==> src/rtl/demultiplexor_1in_2out_pkg.sv <==
// demultiplexor_1in_2out_pkg: shared widths, buffer depth and destination select encodings
package demultiplexor_1in_2out_pkg;
    localparam int   DB_DEFAULT = 16;
    localparam int   DEPTH      = 2;
    localparam logic SEL_A      = 1'b1;
    localparam logic SEL_B      = 1'b0;
endpackage

==> src/rtl/demux_out_buffer.sv <==
// demux_out_buffer: 2-entry output FIFO with valid/ready pop; slot 0 is always the head
module demux_out_buffer
    import demultiplexor_1in_2out_pkg::*;
#(
    parameter int W = DB_DEFAULT
) (
    input  logic         clk,
    input  logic         rst_n,
    input  logic         push,
    input  logic [W-1:0] din,
    output logic         full,
    output logic [W-1:0] dout,
    output logic         valid,
    input  logic         ready
);
    logic [W-1:0] r_s0;
    logic [W-1:0] r_s1;
    logic [1:0]   r_count;
    logic         w_push;
    logic         w_pop;

    assign full   = r_count == 2'(DEPTH);
    assign valid  = r_count != 2'd0;
    assign dout   = r_s0;
    assign w_push = push && !full;
    assign w_pop  = ready && valid;

    // Head slot is only rewritten when new data becomes head, so Salida holds its last value when empty
    always_ff @(posedge clk or negedge rst_n) begin
        if (!rst_n) begin
            r_s0    <= '0;
            r_s1    <= '0;
            r_count <= '0;
        end else begin
            r_count <= r_count + {1'b0, w_push} - {1'b0, w_pop};
            if (w_pop)
                r_s0 <= (r_count == 2'd2) ? r_s1 : (w_push ? din : r_s0);
            else if (w_push && r_count == 2'd0)
                r_s0 <= din;
            if (w_push && !w_pop && r_count == 2'd1)
                r_s1 <= din;
        end
    end
endmodule

==> src/rtl/demultiplexor_1in_2out.sv <==
// demultiplexor_1in_2out: steers one valid/ready input stream into one of two buffered outputs
module demultiplexor_1in_2out
    import demultiplexor_1in_2out_pkg::*;
#(
    parameter int DB = DB_DEFAULT
) (
    input  logic          clk,
    input  logic          rst_n,
    input  logic [DB-1:0] DatoIn,
    input  logic          Sel,
    input  logic          ValidIn,
    output logic          ReadyIn,
    output logic [DB-1:0] SalidaA,
    output logic          ValidA,
    input  logic          ReadyA,
    output logic [DB-1:0] SalidaB,
    output logic          ValidB,
    input  logic          ReadyB
);
    logic w_full_a;
    logic w_full_b;
    logic w_xfer;

    // Readiness comes from registered fill state only, never from the consumers' ready
    assign ReadyIn = (Sel == SEL_A) ? !w_full_a : !w_full_b;
    assign w_xfer  = ValidIn && ReadyIn;

    demux_out_buffer #(.W(DB)) u_buf_a (
        .clk   (clk),
        .rst_n (rst_n),
        .push  (w_xfer && Sel == SEL_A),
        .din   (DatoIn),
        .full  (w_full_a),
        .dout  (SalidaA),
        .valid (ValidA),
        .ready (ReadyA)
    );

    demux_out_buffer #(.W(DB)) u_buf_b (
        .clk   (clk),
        .rst_n (rst_n),
        .push  (w_xfer && Sel == SEL_B),
        .din   (DatoIn),
        .full  (w_full_b),
        .dout  (SalidaB),
        .valid (ValidB),
        .ready (ReadyB)
    );
endmodule
==> config.mk <==
export PLATFORM = sky130hd
export DESIGN_NAME = demultiplexor_1in_2out
export DESIGN_NICKNAME = d
export VERILOG_FILES = /design/src/rtl/demultiplexor_1in_2out_pkg.sv /design/src/rtl/demux_out_buffer.sv /design/src/rtl/demultiplexor_1in_2out.sv
export SDC_FILE = /design/constraint.sdc
export NUM_CORES = 1
export LEC_CHECK = 0
export ABC_AREA = 1
export CAP_MARGIN = 20
export CORE_ASPECT_RATIO = 0.6
export CORE_UTILIZATION = 57
export CTS_CLUSTER_SIZE = 25
export DETAILED_ROUTE_END_ITERATION = 10
export PLACE_DENSITY = 0.85
export SYNTH_ARGS = -nofsm -noshare
export SYNTH_HDL_FRONTEND = slang
export SYNTH_SLANG_ARGS = --single-unit
==> constraint.sdc <==
create_clock -name clk -period 4.79 [get_ports clk]
set_clock_uncertainty 0.15 [all_clocks]
set_input_delay 0.479 -clock clk [delete_from_list [all_inputs] [get_ports clk]]
set_output_delay 0.479 -clock clk [all_outputs]
set_load 0.1 [all_outputs]
==> results_dict.tcl, run 1 <==
set metrics [dict create \
    clkTransAtPathRegs_ns 0.07 \
    cp_top_family "buffers and inverters" \
    die_x_um 100 \
    grt_setup_unrepaired "false" \
    timing_max_transition_violations_final 0 \
    synth.distinct_cells 21 \
    buffer_ports.inserted 56 \
    worstHoldPathType "flip-flop to flip-flop" \
    rows 21 \
    final.hold.worst_slack_ns 0.338 \
    clock-sinks 68 \
    num_cts_buffers 9 \
    grt_remaining_overflow 0 \
    initial_core_util 0.592 \
    vias_per_cell 5.48 \
    number_of_antenna_violations_at_the_first_check_in_global_routing 0 \
    syn_avg_cell_area_um2 7.72 \
    finalWeightedCongestion 0.783 \
    finish.net_count 499 \
    totalNegativeSetupSlack_ns 0 \
    cap_violations 0 \
    setup-violations-final 0 \
    yosys-top-cells-area "sky130_fd_sc_hd__dfrtp_1, sky130_fd_sc_hd__nand2_1, sky130_fd_sc_hd__nand3_1, sky130_fd_sc_hd__o21ai_0, sky130_fd_sc_hd__nand4_1" \
    highest_layer "met4" \
    setup_ws_final_ns 1.58 \
    timing.critical_path.fanout_max 17 \
    wire_per_inst_um 15.0 \
    yosysSeqAreaShare 0.514 \
    ctsLongestPathBuffers 2 \
    htree_num_levels 3 \
    synth_enable_flop_cells 0 \
    ys_seq_elements 68 \
    clk_latency_ns 0.35 \
    chipHeight_um 61.1 \
    drt_drc_violations_left 0 \
    critical_path.n_buffers_inverters 2 \
    dieArea_um2 6130 \
    met3WireLength_um 665 \
    post_layout_nonfiller_instances 560 \
    cts_setup_buffers 0 \
    synth_async_sr_flop_share 1.00 \
    yosysWarnings 0 \
    synth_area_um2 3310 \
    worst-endpoint-required_ns 4.16 \
    detail-route-antenna-nets 0 \
    detail_route.wirelength_um 8390 \
    relSlewSlack 0.350 \
    ys.flop_type "sky130_fd_sc_hd__dfrtp_1" \
    core_region_area_um2 5600 \
    critPathArrivalTime_ns 2.59 \
    cts_tree "built" \
    status "completed" \
    crit_path_cell_trace "inv_1 -> nor2_2 -> o21ai_0 -> clkdlybuf4s50_1" \
    drt_first_pass_iters 6 \
    drive_above_1_share 0.0688 \
    dr_total_vias 3069 \
    root_buffer "sky130_fd_sc_hd__clkbuf_8" \
    met1_length_um 3790 \
    period_minus_slack_ns 3.21 \
    post-synth-top-count-cell "sky130_fd_sc_hd__nand2_1" \
    first_global_vias 2719 \
    timing.critical_path.slowest_cell_delay_ns 1.00 \
    dp.final_hpwl_um 5410 \
    netlist_top_cells_count "sky130_fd_sc_hd__nand2_1, sky130_fd_sc_hd__dfrtp_1, sky130_fd_sc_hd__nand3_1, sky130_fd_sc_hd__o21ai_0, sky130_fd_sc_hd__nand4_1" \
    timing_worst_slew_pin_value_ns 0.972 \
    number_of_failing_hold_endpoints_at_the_final_stage 0 \
    fin_crit_sh 0.671 \
    critical-path-slowest-cell "sky130_fd_sc_hd__clkdlybuf4s50_1" \
    place_worst_setup_slack_ns 1.81 \
    grtUsageTotal 0.295 \
    startpoint_type "flip-flop" \
    synth_area_leader_cell "sky130_fd_sc_hd__dfrtp_1" \
    number_of_cells_produced_by_synthesis 429 \
    detail_route.iter0.violations 216 \
    design.portCount 57 \
    path_class "flip-flop to output pin" \
    detailroute.wirelength.met2_um 3830 \
    area_delta_synth_final_pct 23.0 \
    worstSetupEndpointType "output pin" \
    maxClockFrequency_mhz 311 \
    grt_start_max_net_pins 45 \
    synth.net_count 453 \
    grt_pass1_wl_um 13500 \
    antenna_cells_inserted 0 \
    dpl.cell_count 543 \
    netlist.area_leader.share 0.514 \
]
-- tightest hold or removal path, delay by kind of cell (launching register included) --
| kind | cells | cell delay, ns |
|---|---|---|
| AND/OR/NAND/NOR | 2 | 0.11 |
| flip-flops | 1 | 0.35 |
-- area by class of cell --
type	instances	area, um2
clock inverters	4	72.6
fillers	450	1520
well taps	80	100
clock buffers	12	145
inverters	12	45.0
multi-input cells	326	1440
flip-flops and latches	68	1700
repair buffers	58	573
-- logic make-up (layout without fill, tap and decap cells) --
logic type                 after synthesis  after routing  share of synthesized area
DFF                                     68             68                      0.514
AOI/OAI and AO/OA                       37             37                     0.0570
and+or+nand+nor                        283            283                      0.359
adders and majority gates                2              2                    0.00755
xor gates and xnor gates                 4              4                     0.0106
buffers and inverters                   35             86                     0.0525
-- path summary, 6_finish.rpt --
path                                         startpoint                           to  slack (ns)  cells after the start
max                        u_buf_b.r_count[1]$_DFF_PN0_                      ReadyIn        1.58                      4
min                         u_buf_b.dout[7]$_DFFE_PN0P_  u_buf_b.dout[7]$_DFFE_PN0P_        0.34                      2
max reg2reg                u_buf_a.r_count[1]$_DFF_PN0_  u_buf_a.dout[2]$_DFFE_PN0P_        2.54                      5
min reg2reg                 u_buf_b.dout[7]$_DFFE_PN0P_  u_buf_b.dout[7]$_DFFE_PN0P_        0.34                      2
max in group asynchronous                         rst_n  u_buf_b.r_s1[0]$_DFFE_PN0P_        3.03                      3
min in group asynchronous                         rst_n  u_buf_b.dout[3]$_DFFE_PN0P_        0.48                      2
-- registers in the layout, summed over array words and instances, names as in the netlist --
name / cells
u_buf_a.dout: 16
u_buf_a.r_s1: 16
u_buf_b.dout: 16
u_buf_b.r_s1: 16
u_buf_a.r_count: 2
u_buf_b.r_count: 2
-- repair_timing --
item / 4_1_cts / 5_1_grt
hold buffers: 1 / 0
hold endpoints to repair: 24 / 0
resized for setup: 0 / 0
-- per-stage QoR --
step,util,cell area [um2]
after CTS,0.728,4080
after global routing,0.728,4080
after floorplan,-,3310
after global placement,0.687,3850
after detailed placement,0.687,3850
final,0.728,4080
-- layer usage --
layer,vias to the layer above,global-route usage
met5,-,0
met4,0,0.0932
met3,15,0.0692
met2,147,0.451
met1,1445,0.425
li1,1462,-
-- placed cells by master (no fill, tap or decap) --
cell / count
sky130_fd_sc_hd__nand2_1: 216
sky130_fd_sc_hd__dfrtp_1: 68
sky130_fd_sc_hd__clkdlybuf4s50_1: 55
sky130_fd_sc_hd__nand3_1: 34
sky130_fd_sc_hd__o21ai_0: 34
sky130_fd_sc_hd__nand4_1: 16
sky130_fd_sc_hd__clkbuf_8: 10
sky130_fd_sc_hd__inv_1: 7
sky130_fd_sc_hd__nor2_1: 6
sky130_fd_sc_hd__inv_2: 5
sky130_fd_sc_hd__nand2_2: 4
sky130_fd_sc_hd__xor2_1: 4
sky130_fd_sc_hd__nand3_2: 3
sky130_fd_sc_hd__nor2_2: 3
sky130_fd_sc_hd__o21ai_1: 2
sky130_fd_sc_hd__ha_1: 2
sky130_fd_sc_hd__bufinv_16: 2
sky130_fd_sc_hd__clkbuf_1: 2
sky130_fd_sc_hd__nor2_4: 1
sky130_fd_sc_hd__o21ai_2: 1
sky130_fd_sc_hd__clkinvlp_4: 1
sky130_fd_sc_hd__clkinv_2: 1
sky130_fd_sc_hd__dlygate4sd3_1: 1
sky130_fd_sc_hd__buf_2: 1
sky130_fd_sc_hd__buf_4: 1
Power of run 1 is left out: the tool's default activity adds up to more than one toggle a clock period on the data nets, which glitch-free logic cannot reach.
==> run 2, diff against run 1 <==
--- a/config.mk
+++ b/config.mk
@@ -8,10 +8,10 @@
 export ABC_AREA = 1
 export CAP_MARGIN = 20
 export CORE_ASPECT_RATIO = 0.6
-export CORE_UTILIZATION = 57
+export CORE_UTILIZATION = 53
 export CTS_CLUSTER_SIZE = 25
 export DETAILED_ROUTE_END_ITERATION = 10
-export PLACE_DENSITY = 0.85
+export PLACE_DENSITY = 0.8
 export SYNTH_ARGS = -nofsm -noshare
 export SYNTH_HDL_FRONTEND = slang
 export SYNTH_SLANG_ARGS = --single-unit
==> constraint.sdc (replaced) <==
create_clock -name clk -period 3.1 [get_ports clk]
set_clock_uncertainty 0.15 [all_clocks]
set_input_delay 0.31 -clock clk [delete_from_list [all_inputs] [get_ports clk]]
set_output_delay 0.31 -clock clk [all_outputs]
set_load 0.1 [all_outputs]
==> run 2 against run 1 <==
Compared with the run above:
- the run now ends with hold timing left
- clock-buffer cell count down 1
- register-to-register slack worse by 1.6 ns
- critical path depth unchanged
- sequential share of layout area up 0.45 points
- first-iteration DRC count down 15%
==> results_dict.tcl, run 2 (synthesis results as in run 1) <==
set metrics [dict create \
    number_of_antenna_violations_at_the_first_check_in_global_routing 0 \
    register_area_um2 1700 \
    die_x_um 104 \
    postLayoutCoreUtil 0.694 \
    grtUsageTotal 0.271 \
    setup-violations-final 0 \
    rows 21 \
    startpoint_type "flip-flop" \
    grt_remaining_overflow 0 \
    cts_resized 0 \
    drt_drc_violations_left 0 \
    final_cell_mix "sky130_fd_sc_hd__nand2_1, sky130_fd_sc_hd__dfrtp_1, sky130_fd_sc_hd__buf_4, sky130_fd_sc_hd__nand3_1, sky130_fd_sc_hd__o21ai_0" \
    timing_worst_slew_pin_value_ns 0.855 \
    cts_setup_buffers 0 \
    root_buffer "sky130_fd_sc_hd__clkbuf_8" \
    violations "hold timing" \
    status "complete, but fails checks" \
    clkTransAtPathRegs_ns 0.07 \
    number_of_failing_hold_endpoints_at_the_final_stage 10 \
    detail_route.iter0.violations 184 \
    core_region_area_um2 5810 \
    timing.critical_path.fanout_max 21 \
    grt_setup_unrepaired "false" \
    dp.final_hpwl_um 5520 \
    grt_start_max_net_pins 69 \
    worstSetupEndpointType "output pin" \
    maxClockFrequency_mhz 444 \
    fin_crit_sh 0.727 \
    vias_per_cell 5.35 \
    timing.critical_path.slowest_cell_delay_ns 0.85 \
    cts_tree "built" \
    cap_violations 0 \
    antenna_cells_inserted 0 \
    buffer_ports.inserted 56 \
    cp_top_family "flip-flops" \
    cts_hold_buffers 0 \
    timing_max_transition_violations_final 0 \
    drt_first_pass_iters 5 \
    htree_num_levels 3 \
    worstHoldPathType "primary input to asynchronous set/reset pin" \
    detail_route.wirelength_um 8160 \
    wire_per_inst_um 14.5 \
    initial_core_util 0.571 \
    detail-route-antenna-nets 0 \
    design.portCount 57 \
    critPathArrivalTime_ns 1.79 \
    post_layout_nonfiller_instances 564 \
    crit_path_cell_trace "nand2_2 -> nand2_1 -> o21ai_1 -> buf_4" \
    finalWeightedCongestion 0.842 \
    critical-path-slowest-cell "sky130_fd_sc_hd__dfrtp_1" \
    worst-endpoint-required_ns 2.64 \
    dpl.cell_count 548 \
    final.hold.worst_slack_ns -0.00776 \
    totalNegativeSetupSlack_ns 0 \
    clk_latency_ns 0.34 \
    dr_total_vias 3017 \
    finish.net_count 503 \
    first_global_vias 2853 \
    relSlewSlack 0.430 \
    ctsLongestPathBuffers 2 \
    chipHeight_um 63.2 \
    clock-sinks 68 \
    path_class "flip-flop to output pin" \
    area_delta_synth_final_pct 21.7 \
    dieArea_um2 6580 \
    final_common_cell "sky130_fd_sc_hd__nand2_1" \
    period_minus_slack_ns 2.25 \
    multi_input_area_um2 1440 \
    grt_pass1_wl_um 13800 \
    num_cts_buffers 9 \
    drive_above_1_share 0.155 \
    n_fill_cell 504 \
    critical_path.n_buffers_inverters 1 \
]
==> run 2: cell count changes in the layout (fill, tap and decap cells not counted) <==
cell,delta
sky130_fd_sc_hd__buf_4,+40
sky130_fd_sc_hd__clkbuf_1,-2
sky130_fd_sc_hd__clkbuf_8,+1
sky130_fd_sc_hd__clkdlybuf4s50_1,-35
sky130_fd_sc_hd__clkinv_4,+1
sky130_fd_sc_hd__clkinvlp_4,-1
sky130_fd_sc_hd__dlygate4sd3_1,-1
sky130_fd_sc_hd__inv_6,+1
sky130_fd_sc_hd__o21ai_0,-1
sky130_fd_sc_hd__o21ai_1,+1
==> run 2: metrics by stage <==
stage | instance area [um2] | hold WS, ns | worst slack (ns)
5_1_grt | 4030 | 0.0656 | 0.740
3_5_place_dp | 3800 | 0.317 | 0.881
3_3_place_gp | 3800 | 0.314 | 0.959
2_1_floorplan | 3310 | -0.136 | 0.544
4_1_cts | 4030 | 0.0235 | 0.878
6_report | 4030 | -0.00776 | 0.845
==> run 2: path summary, 6_finish.rpt <==
path | startpoint | slack (ns) | cells after the start | end
max | u_buf_a.r_count[1]$_DFF_PN0_ | 0.85 | 4 | ReadyIn
min | rst_n | -0.008 | 2 | u_buf_b.dout[5]$_DFFE_PN0P_
max reg2reg | u_buf_a.r_count[1]$_DFF_PN0_ | 0.98 | 5 | u_buf_a.r_s1[14]$_DFFE_PN0P_
min reg2reg | u_buf_b.dout[2]$_DFFE_PN0P_ | 0.33 | 2 | u_buf_b.dout[2]$_DFFE_PN0P_
max in group asynchronous | rst_n | 2.23 | 2 | u_buf_a.dout[15]$_DFFE_PN0P_
min in group clk | u_buf_b.dout[2]$_DFFE_PN0P_ | 0.33 | 2 | u_buf_b.dout[2]$_DFFE_PN0P_
==> run 2: area by class of cell <==
cell class,count,area share
Inverter,12,0.0112
Clock buffer,11,0.0376
Timing Repair Buffer,62,0.127
Clock inverter,5,0.0205
Sequential cell,68,0.422
Multi-Input combinational cell,326,0.357
Tap cell,80,0.0248
==> run 2: worst register-to-register path: stages (launching register included) <==
cell and delay, ns:
sky130_fd_sc_hd__dfrtp_1 0.67, sky130_fd_sc_hd__nand2_2 0.25, sky130_fd_sc_hd__nand3_2 0.35, sky130_fd_sc_hd__nor2_4 0.44, sky130_fd_sc_hd__nand2_1 0.11, sky130_fd_sc_hd__nand2_1 0.08
==> run 2: layer usage <==
metal,vias to the layer above,track usage,routed length [um]
met5,-,0,0
met4,0,0.0768,71
met3,10,0.0870,671
met2,141,0.393,3460
met1,1389,0.388,3970
li1,1477,-,-
Power of run 2 is left out for the same reason.
